[config.mk]
export PLATFORM = sky130hd
export DESIGN_NAME = alu_operand_sequencer
export DESIGN_NICKNAME = d
export VERILOG_FILES = /design/src/rtl/alu_pkg.sv /design/src/rtl/alu_regfile.sv /design/src/rtl/alu_operand_sequencer.sv
export SDC_FILE = /design/constraint.sdc
export NUM_CORES = 1
export LEC_CHECK = 0
export CAP_MARGIN = 20
export CORE_ASPECT_RATIO = 0.5
export CORE_MARGIN = 2
export CORE_UTILIZATION = 40
export CTS_CLUSTER_DIAMETER = 40
export DETAILED_ROUTE_END_ITERATION = 16
export HOLD_SLACK_MARGIN = 0.06
export PLACE_DENSITY_LB_ADDON = 0.2
export SLEW_MARGIN = 5
export SYNTH_ARGS = -nofsm -noshare
export SYNTH_HDL_FRONTEND = slang
export SYNTH_SLANG_ARGS = --single-unit
[constraint.sdc]
create_clock -name clk -period 3 [get_ports clk]
set_clock_uncertainty 0.1 [all_clocks]
set_input_delay 0.9 -clock clk [delete_from_list [all_inputs] [get_ports clk]]
set_output_delay 0.9 -clock clk [all_outputs]
set_load 0.005 [all_outputs]
[src/rtl/alu_pkg.sv]
// Shared constants and types for the ALU operand sequencer:
// opcodes, FSM states and status-flag bit positions.
package alu_pkg;

    localparam int REG_AW = 2;

    localparam logic [1:0] OP_ADD = 2'b00;
    localparam logic [1:0] OP_MUL = 2'b01;
    localparam logic [1:0] OP_DIV = 2'b10;
    localparam logic [1:0] OP_RSV = 2'b11;

    typedef enum logic [1:0] {
        IDLE = 2'd0,
        EXEC = 2'd1,
        WB   = 2'd2
    } state_t;

    localparam int FLG_N = 3;
    localparam int FLG_Z = 2;
    localparam int FLG_C = 1;
    localparam int FLG_V = 0;

endpackage

[src/rtl/alu_regfile.sv]
// Small register file: two operand read ports, one debug read port,
// and two write ports where the writeback port wins over the external port.
module alu_regfile
    import alu_pkg::*;
#(
    parameter int WIDTH = 3,
    parameter int NREGS = 4
) (
    input  logic              clk,
    input  logic              rst,
    input  logic              i_wb_en,
    input  logic [REG_AW-1:0] i_wb_addr,
    input  logic [WIDTH:0]    i_wb_data,
    input  logic              i_ext_en,
    input  logic [REG_AW-1:0] i_ext_addr,
    input  logic [WIDTH:0]    i_ext_data,
    input  logic [REG_AW-1:0] i_ra_addr,
    output logic [WIDTH:0]    o_ra_data,
    input  logic [REG_AW-1:0] i_rb_addr,
    output logic [WIDTH:0]    o_rb_data,
    input  logic [REG_AW-1:0] i_dbg_addr,
    output logic [WIDTH:0]    o_dbg_data
);

    logic [WIDTH:0] r_regs [NREGS];

    always_ff @(posedge clk) begin
        if (rst) begin
            // NOTE: the array is tiny and architecturally visible after reset, so every entry is cleared.
            for (int i = 0; i < NREGS; i++) r_regs[i] <= '0;
        end else begin
            for (int i = 0; i < NREGS; i++) begin
                if (i_wb_en && i_wb_addr == REG_AW'(i))
                    r_regs[i] <= i_wb_data;
                else if (i_ext_en && i_ext_addr == REG_AW'(i))
                    r_regs[i] <= i_ext_data;
            end
        end
    end

    assign o_ra_data  = r_regs[i_ra_addr];
    assign o_rb_data  = r_regs[i_rb_addr];
    assign o_dbg_data = r_regs[i_dbg_addr];

endmodule

[src/rtl/alu_operand_sequencer.sv]
// Issue/writeback stage for the 2-bit-opcode ALU: reads operands, drives the ALU,
// then writes the result and flags back one cycle later.
module alu_operand_sequencer
    import alu_pkg::*;
#(
    parameter int WIDTH = 3,
    parameter int NREGS = 4
) (
    input  logic              clk,
    input  logic              rst,
    input  logic              cmd_valid,
    output logic              cmd_ready,
    input  logic [1:0]        cmd_op,
    input  logic [REG_AW-1:0] cmd_ra,
    input  logic [REG_AW-1:0] cmd_rb,
    input  logic [REG_AW-1:0] cmd_rd,
    input  logic              cmd_ci,
    input  logic              wr_en,
    input  logic [REG_AW-1:0] wr_addr,
    input  logic [WIDTH:0]    wr_data,
    input  logic [REG_AW-1:0] rd_addr,
    output logic [WIDTH:0]    rd_data,
    output logic [WIDTH:0]    alu_a,
    output logic [WIDTH:0]    alu_b,
    output logic [1:0]        alu_op,
    output logic              alu_ci,
    input  logic [WIDTH:0]    alu_out,
    input  logic              alu_neg,
    input  logic              alu_zero,
    input  logic              alu_carry,
    input  logic              alu_ovf,
    output logic [3:0]        flags,
    output logic              done,
    output logic              err
);

    state_t            r_state;
    logic              r_cmd_ready;
    logic [WIDTH:0]    r_alu_a;
    logic [WIDTH:0]    r_alu_b;
    logic [1:0]        r_alu_op;
    logic              r_alu_ci;
    logic [REG_AW-1:0] r_rd;
    logic [3:0]        r_flags;
    logic              r_done;
    logic              r_err;

    logic [WIDTH:0]    w_ra_data;
    logic [WIDTH:0]    w_rb_data;
    logic              w_accept;
    logic              w_reject;
    logic              w_wb_en;

    assign w_accept = cmd_valid && r_cmd_ready;
    assign w_reject = (cmd_op == OP_RSV) || (cmd_op == OP_DIV && w_rb_data == '0);
    assign w_wb_en  = (r_state == WB);

    alu_regfile #(
        .WIDTH (WIDTH),
        .NREGS (NREGS)
    ) u_regfile (
        .clk        (clk),
        .rst        (rst),
        .i_wb_en    (w_wb_en),
        .i_wb_addr  (r_rd),
        .i_wb_data  (alu_out),
        .i_ext_en   (wr_en),
        .i_ext_addr (wr_addr),
        .i_ext_data (wr_data),
        .i_ra_addr  (cmd_ra),
        .o_ra_data  (w_ra_data),
        .i_rb_addr  (cmd_rb),
        .o_rb_data  (w_rb_data),
        .i_dbg_addr (rd_addr),
        .o_dbg_data (rd_data)
    );

    // The ALU operand lines are themselves the operand latches, so they
    // hold their last values whenever no command is in flight.
    always_ff @(posedge clk) begin
        if (rst) begin
            r_state     <= IDLE;
            r_cmd_ready <= 1'b1;
            r_alu_a     <= '0;
            r_alu_b     <= '0;
            r_alu_op    <= OP_ADD;
            r_alu_ci    <= 1'b0;
            r_rd        <= '0;
            r_flags     <= '0;
            r_done      <= 1'b0;
            r_err       <= 1'b0;
        end else begin
            r_done <= 1'b0;
            r_err  <= 1'b0;
            case (r_state)
                IDLE: begin
                    if (w_accept) begin
                        if (w_reject) begin
                            r_err <= 1'b1;
                        end else begin
                            r_alu_a     <= w_ra_data;
                            r_alu_b     <= w_rb_data;
                            r_alu_op    <= cmd_op;
                            r_alu_ci    <= cmd_ci;
                            r_rd        <= cmd_rd;
                            r_cmd_ready <= 1'b0;
                            r_state     <= EXEC;
                        end
                    end
                end
                EXEC: r_state <= WB;
                WB: begin
                    r_flags[FLG_N] <= alu_neg;
                    r_flags[FLG_Z] <= alu_zero;
                    r_flags[FLG_C] <= alu_carry;
                    r_flags[FLG_V] <= alu_ovf;
                    r_done         <= 1'b1;
                    r_cmd_ready    <= 1'b1;
                    r_state        <= IDLE;
                end
                default: begin
                    r_cmd_ready <= 1'b1;
                    r_state     <= IDLE;
                end
            endcase
        end
    end

    assign cmd_ready = r_cmd_ready;
    assign alu_a     = r_alu_a;
    assign alu_b     = r_alu_b;
    assign alu_op    = r_alu_op;
    assign alu_ci    = r_alu_ci;
    assign flags     = r_flags;
    assign done      = r_done;
    assign err       = r_err;

endmodule

==> flow_summary.yaml <==
cells_and_area:
  finalInstanceArea_um2: 2680
  areaGrowthSynthToFinish_pct: 37.7
  diodes: 0
  drive_above_1_share_pct: 15.6
  nets: 259
timing:
  period_share_pct: 91.8
  setup-tns-final_ps: 0
  fmax_mhz: 363
  slew_headroom_pct: 52.5
  max_slew.worst_pin.slew_ps: 706
  setup_slack_ps: 247
  rsz0062_at_grt: "no"
  hold_slack_ps: 355
  drv_slew: 0
  fin_crit_ps: 2750
  hold_viol: 0
  setup_viol: 0
synthesis:
  synth_top_area_share_pct: 24.7
  yosys_warnings: 0
  seq_area_frac_synth_pct: 47.3
  synth.area.top_cells: "edfxtp_1, dfxtp_1, mux4_2"
  ys_top_cells_by_count: "o211ai_1, dfxtp_1, a21oi_1"
  postSynth.asyncResetShare_pct: 0
  synth.net_count: 197
  yosysUniqueCellTypes: 27
  synth_edf_count: 16
  synthCells: 168
  synth_most_common_cell: "o211ai_1"
  synth_top_flop_cell: "dfxtp_1"
  synth_seq_cells: 38
  syn_avg_cell_area_um2: 11.6
  synthesis.area_um2: 1950
  yosysTopAreaCell: "edfxtp_1"
power_and_ir_drop:
  p_leak_nw: 0.980
  power.density_nw_per_um2: 438
  peakVddDrop_uv: 176
clock_tree:
  clk_latency_ps: 290
  post_cts_buffers: 0
  cts_made_buffers: 5
  htreeDepth: 2
  clock_sinks: 38
  cts_root_buf: "clkbuf_8"
  cts_buffer_depth: 2
  tritoncts: "built"
  clk_pin_slew_ps: 70
placed_design:
  pre_cts_ws_ps: -537
  dp_hpwl_um: 3610
  gp_congestion: 0.979
  dpl-instance-area_um2: 2590
  numPortBuffers: 50
global_routing:
  gr-total-overflow: 0
  grt_max_degree: 27
  grt_use_total_pct: 18.2
  antenna_found_initial: 0
  grt_pass1_wl_um: 7310
  first_global_vias: 1575
run_status:
  run_status: "finished clean"
worst_hold_path:
  hold_depth: 2
  min_path_type: "flop to flop"
  min_from: "flags[0]"
  hold_path_end: "flags[0]"
floorplan:
  die_width_um: 103
  die_h_um: 53.3
  ios: 51
  dieArea_um2: 5470
  start_util_pct: 42.9
  num_rows: 17
  core_area_um2: 4530
worst_setup_path:
  crit_fanout: 5
  crit_chain: "clkdlybuf4s50_1, mux4_2, buf_4, o41ai_4, buf_4, nor2_1, o31ai_1"
  r2r_cells: 6
  critical_path_class: "primary input to flop"
  reg2reg_slack_ps: 830
  max_stage_delay_ps: 550
  crit_required_ps: 3100
  r2r-start: "u_regfile.r_regs[3][2]"
  startpoint_type: "primary input"
  r2r-end: "cmd_ready"
  cpMaxStageDelayCell: "clkdlybuf4s50_1"
  endpoint_kind: "flop"
  worstPathArrival_ps: 2860
  crit_top_cell: "buf_4"
run:
  maxCapViolations: 0
drt:
  drt-initial-drc-count: 52
  via_count: 1621
  detail-route-antenna-nets: 0
  finalWirelength_um: 4630
  first_pass_iters: 5
  wl_per_cell_um: 15.6
  drc: 0
  vias_per_cell: 5.46
-- worst max-delay path by stage --
| stage | start | end | slack (ps) | cells after the start |
|---|---|---|---|---|
| after floorplan | cmd_rb[0] | alu_a[1] | 490 | 5 |
| after global placement | rd_addr[0] | rd_data[0] | -530 | 3 |
| after detailed placement | rd_addr[0] | rd_data[3] | -540 | 3 |
| after CTS | rd_addr[0] | rd_data[3] | 8 | 3 |
| after global routing | cmd_rb[1] | cmd_ready | 170 | 7 |
| final | cmd_rb[1] | cmd_ready | 250 | 7 |
-- metal layers --
metal	vias up	global-route usage, %	wire [µm]
li1	803	-	-
met1	772	22.8	2220
met2	44	30.7	2160
met3	2	5.02	226
met4	0	6.22	19
met5	-	0	0
-- worst max-delay path, delay by kind of cell --
family | cells | cell delay [ps]
AOI/OAI and AO/OA | 2 | 620
buffers and inverters | 3 | 920
muxes | 1 | 360
and+or+nand+nor | 1 | 50
-- area by class of cell --
type                    count  area, µm²
clock buffers               6       72.6
clock inverters             2       8.76
fillers                   416       1850
inverters                   3       11.3
multi-input cells         116        957
flip-flops and latches     38        921
well taps                  66       82.6
repair buffers             66        626
-- placed cells by master, fill, tap and decap left out, types with 2 or more instances in the layout --
cell type / instances
clkdlybuf4s50_1: 43
and2_1: 2
a22o_1: 16
nand2_1: 13
dfxtp_1: 22
a21oi_1: 17
o211ai_1: 23
nor3_1: 3
inv_1: 3
dlygate4sd2_1: 2
nand2b_1: 2
nor4b_1: 2
or3_1: 2
edfxtp_1: 16
nand3_1: 3
nor3b_1: 4
buf_4: 17
clkbuf_8: 5
dlymetal6s2s_1: 4
nor2_1: 7
nor4_1: 3
mux4_2: 12
-- state kept, by name, summed over array words and instances, names as in the netlist --
signal            flops
u_regfile.r_regs     16
alu_a                 4
alu_b                 4
flags                 4
alu_op                2
r_rd                  2
r_state               2
alu_ci                1
cmd_ready             1
done                  1
err                   1
-- metrics by stage --
stage,power (W),util (%),cells
floorplan,0.000716,-,168
finish,0.00117,59.1,297
detailed placement,0.000850,57.2,289
global placement,0.000845,57.2,289
CTS,0.00118,58.9,297
global route,0.00122,59.1,297
-- power by group --
group	total, W	switching, W	internal (W)
Sequential	0.000592	0.0000228	0.000569
Clock	0.000337	0.000177	0.000160
Combinational	0.000244	0.000107	0.000137
Total	0.00117	0.000307	0.000866
-- kinds of logic after synthesis --
logic type	share of synthesized area, %
buffers and inverters	3.47
flip-flops	47.3
AO/OA/AOI/OAI	23.7
multiplexers	13.9
AND/OR/NAND/NOR	11.6
-- what timing repair did --
action	4_1_cts	5_1_grt
resized for setup	8	4
endpoints found under the setup margin	5	4
hold buffers	0	0
Power figures use the tool's default switching activity.
==> patch 1, RTL diff (same flow settings) <==
Reset style: asynchronous (`rst`), changed in 2 clocked blocks.
--- a/src/rtl/alu_regfile.sv
+++ b/src/rtl/alu_regfile.sv
@@ -26,3 +26,3 @@
 
-    always_ff @(posedge clk) begin
+    always_ff @(posedge clk or posedge rst) begin
         if (rst) begin
--- a/src/rtl/alu_operand_sequencer.sv
+++ b/src/rtl/alu_operand_sequencer.sv
@@ -79,3 +79,3 @@
     // hold their last values whenever no command is in flight.
-    always_ff @(posedge clk) begin
+    always_ff @(posedge clk or posedge rst) begin
         if (rst) begin
Formal check against the unedited RTL: differs if rst is asserted again (counterexample within 4 cycles, from zero or initial values and one cycle with rst high); with rst held inactive, the same outputs for 10 cycles.
==> patch 1 against the unedited design <==
  * Sequential cell count unchanged
  * Routed wire length decreased by 7.3%
  * Synthesized area decreased by 1.0%
  * Sequential share of layout area increased by 1.6 points
  * Design area decreased by 1.3%
  * Highest routed layer unchanged
  * Setup slack got worse by 0.22 ns
Power is not compared: it rests on default switching activity, and its combinational part moved more than twofold at a synthesized area within 25%.
==> patch 1: results (changes against the unedited design) <==
* Worst-Margin Slew at 0.868 ns (+0.162 ns)
* Area of the multi-input gates at 932 um2 (-2.6%)
* Met1 wire length at 2010 um (-9.7%)
* Worst R2R Path Depth at 4 (-2)
* Multi-input gate count at 104 (-10%)
* Status: completed
* First-pass GRT wire length at 6780 um (-7.2%)
* Hold path depth at 1 (-1)
* Hold Startpoint: r_state[1]
* Drt total wl at 4300 um (-7.3%)
* Worst Setup EP: rd_data[2]
* Crit Reg-Reg Endpoint: r_rd[1]
* GRT met1 Usage at 23.3% (+0.50 points)
* Worst setup startpoint: rd_addr[1]
* Hold EP: r_state[1]
* Non-clock buffering overhead at 21.7% (-1.6 points)
* Iter 0 DRT Violations at 90 (+73%)
* Final Power at 2.29 mW
* Detailed placement HPWL at 3260 um (-9.6%)
* Mean Syn Cell Area at 12.6 um2 (+8.7%)
* Total number of vias at 1436 (-11%)
* CP arrival at 1.97 ns (-0.89 ns)
* Fraction of layout cells with a size suffix above 1 at 19.4% (+3.9 points)
* Worst stage delay on the critical path at 0.45 ns (-0.10 ns)
* Post-synthesis mux area share at 29.6% (+16 points)
[patch 1: cell types whose count changed in the layout (fill, tap and decap cells not counted), sizes merged, moves of 4 or more]
cell / unedited run / this run
a21oi: 17 / 6
nor2: 7 / 11
mux2: 0 / 11
a22o: 16 / 0
dfrtp: 0 / 37
buf: 17 / 11
mux2i: 0 / 16
o211ai: 23 / 0
dfxtp: 22 / 0
edfxtp: 16 / 0
o21ai: 0 / 20
[patch 1: cells by family (layout without fill, tap and decap cells)]
logic type,count (synthesis),in the layout
multiplexers,39,39
AND/OR/NAND/NOR,36,36
buffers and inverters,11,74
AO/OA/AOI/OAI,29,29
flip-flops,38,38
[patch 1: metrics by stage]
| step | hold WS (ns) | setup TNS [ns] | cell area, um2 |
|---|---|---|---|
| global route | 0.400 | 0 | 2640 |
| detailed placement | 0.367 | -6.16 | 2560 |
| global placement | 0.346 | -5.19 | 2560 |
| CTS | 0.371 | 0 | 2640 |
| finish | 0.367 | 0 | 2640 |
| floorplan | 0.331 | 0 | 1930 |
==> patch 2, RTL diff (same flow settings) <==
Made on the original files. `WIDTH` is set to 3 in 2 places; all go to 5.
--- a/src/rtl/alu_regfile.sv
+++ b/src/rtl/alu_regfile.sv
@@ -5,3 +5,3 @@
 #(
-    parameter int WIDTH = 3,
+    parameter int WIDTH = 5,
     parameter int NREGS = 4
--- a/src/rtl/alu_operand_sequencer.sv
+++ b/src/rtl/alu_operand_sequencer.sv
@@ -5,3 +5,3 @@
 #(
-    parameter int WIDTH = 3,
+    parameter int WIDTH = 5,
     parameter int NREGS = 4
Ports: changed (5 resized); port bits go from 51 to 61. No check against the original RTL was run, so the function may have changed too.
==> patch 2 against the unedited design <==
  * Cell count is 24% higher
  * First-iteration DRC count is 110% higher
  * Routed wire length is 29% higher
  * Sequential cell count is 12 higher
  * Critical path depth is 3 lower
  * Clock power is 85% higher
  * Setup slack worse by 0.21 ns
  * Synthesized area is 34% higher
  * Design area is 34% higher
  * Maximum frequency is 7.2% lower
  * Power is 47% higher
  * Sequential share of layout area is 0.20 points higher
  * Register-to-register slack worse by 0.06 ns
  * Synthesized cell count is 24% higher
  * Critical path type is now in2out
==> patch 2: results (changes against the unedited design) <==
* Detailed placement HPWL at 4730 um (+31%)
* Met3 WL at 255 um (+13%)
* RR Startpoint: u_regfile.r_regs[2][5]
* Worst-Margin Slew at 1.02 ns (+0.310 ns)
* Post-synthesis compound-gate area fraction at 12.0% (-12 points)
* Final std cells w/o fill at 369 (+24%)
* Synthesized netlist net count at 241 (+22%)
* Post-synthesis mux area share at 21.7% (+7.9 points)
* Number of synthesized flops with an enable pin at 24 (+8)
* Status: completed
* First-pass GRT wire length at 9390 um (+29%)
* Placed instance area at 3390 um2 (+31%)
* Leak pwr at 1.32 nW (+35%)
* Final core utilization at 58.1% (-1.1 points)
* Most frequent cell after synthesis: nand2b_1
* Hold Startpoint: flags[3]
* Nets@finish at 313 (+21%)
* Gate Count Post-Synth at 208 (+24%)
* Global-route track usage on met3 at 3.43% (-1.6 points)
* Met1 wire length at 2810 um (+26%)
* Routing usage on met2 at 29.7% (-0.99 points)
* Placed cells at 358 (+24%)
* Hold_ws at 0.358 ns (+0.00296 ns)
* Dpl ws at -0.512 ns (+0.0255 ns)
* Iter 0 DRT Violations at 110 (+110%)
* Clock Power at 0.622 mW (+85%)
* Sequential fraction of the synthesis area at 47.6% (+0.29 points)
* Worst stage delay on the critical path at 0.48 ns (-0.07 ns)
* Combinational power share at 18.1% (-2.7 points)
* Vias in the first global route at 1865 (+18%)
* Sw Ratio at 22.4% (-3.8 points)
* GRT Util Overall at 16.9% (-1.3 points)
* Clock Root Buffer: clkbuf_16
* Reg2Reg Setup Slack at 0.77 ns (-0.06 ns)
* Drt via density at 5.25 (-3.7%)
* WL met2 at 2860 um (+32%)
* Commonest cells in the netlist: 31 x nand2b_1, 26 x dfxtp_1, 24 x a22o_1, 24 x edfxtp_1
* WL/cell at 16.2 um (+3.7%)
* Drt first pass iters at 4 (-1)
* CP arrival at 1.97 ns (-0.89 ns)
patch 2: cell types whose count changed in the layout (fill, tap and decap cells not counted), moves of 5 or more:
cell             delta
clkbuf_16           +5
o211ai_1           -23
clkbuf_8            -5
clkdlybuf4s50_1     +8
nand2b_1           +29
edfxtp_1            +8
buf_4               -8
a22o_1              +8
mux2i_1            +15
a21oi_1            -11
patch 2: area by class of cell:
type / count / share of cell area, %
Sequential cell: 50 / 34.6
Clock buffer: 5 / 3.49
Timing Repair Buffer: 75 / 21.2
Clock inverter: 3 / 1.12
Multi-Input combinational cell: 146 / 36.4
Inverter: 2 / 0.209
Tap cell: 88 / 3.07
patch 2: timing repair:
item,in CTS,in global routing
gates resized for setup,13,3
pin swaps,3,0
setup buffers,2,0
setup endpoints to repair,22,3
patch 2: final timing paths:
kind / to / cells after the start
max: rd_data[2] / 4
max reg2reg: alu_b[4] / 5
min: flags[3] / 2
min reg2reg: flags[3] / 2
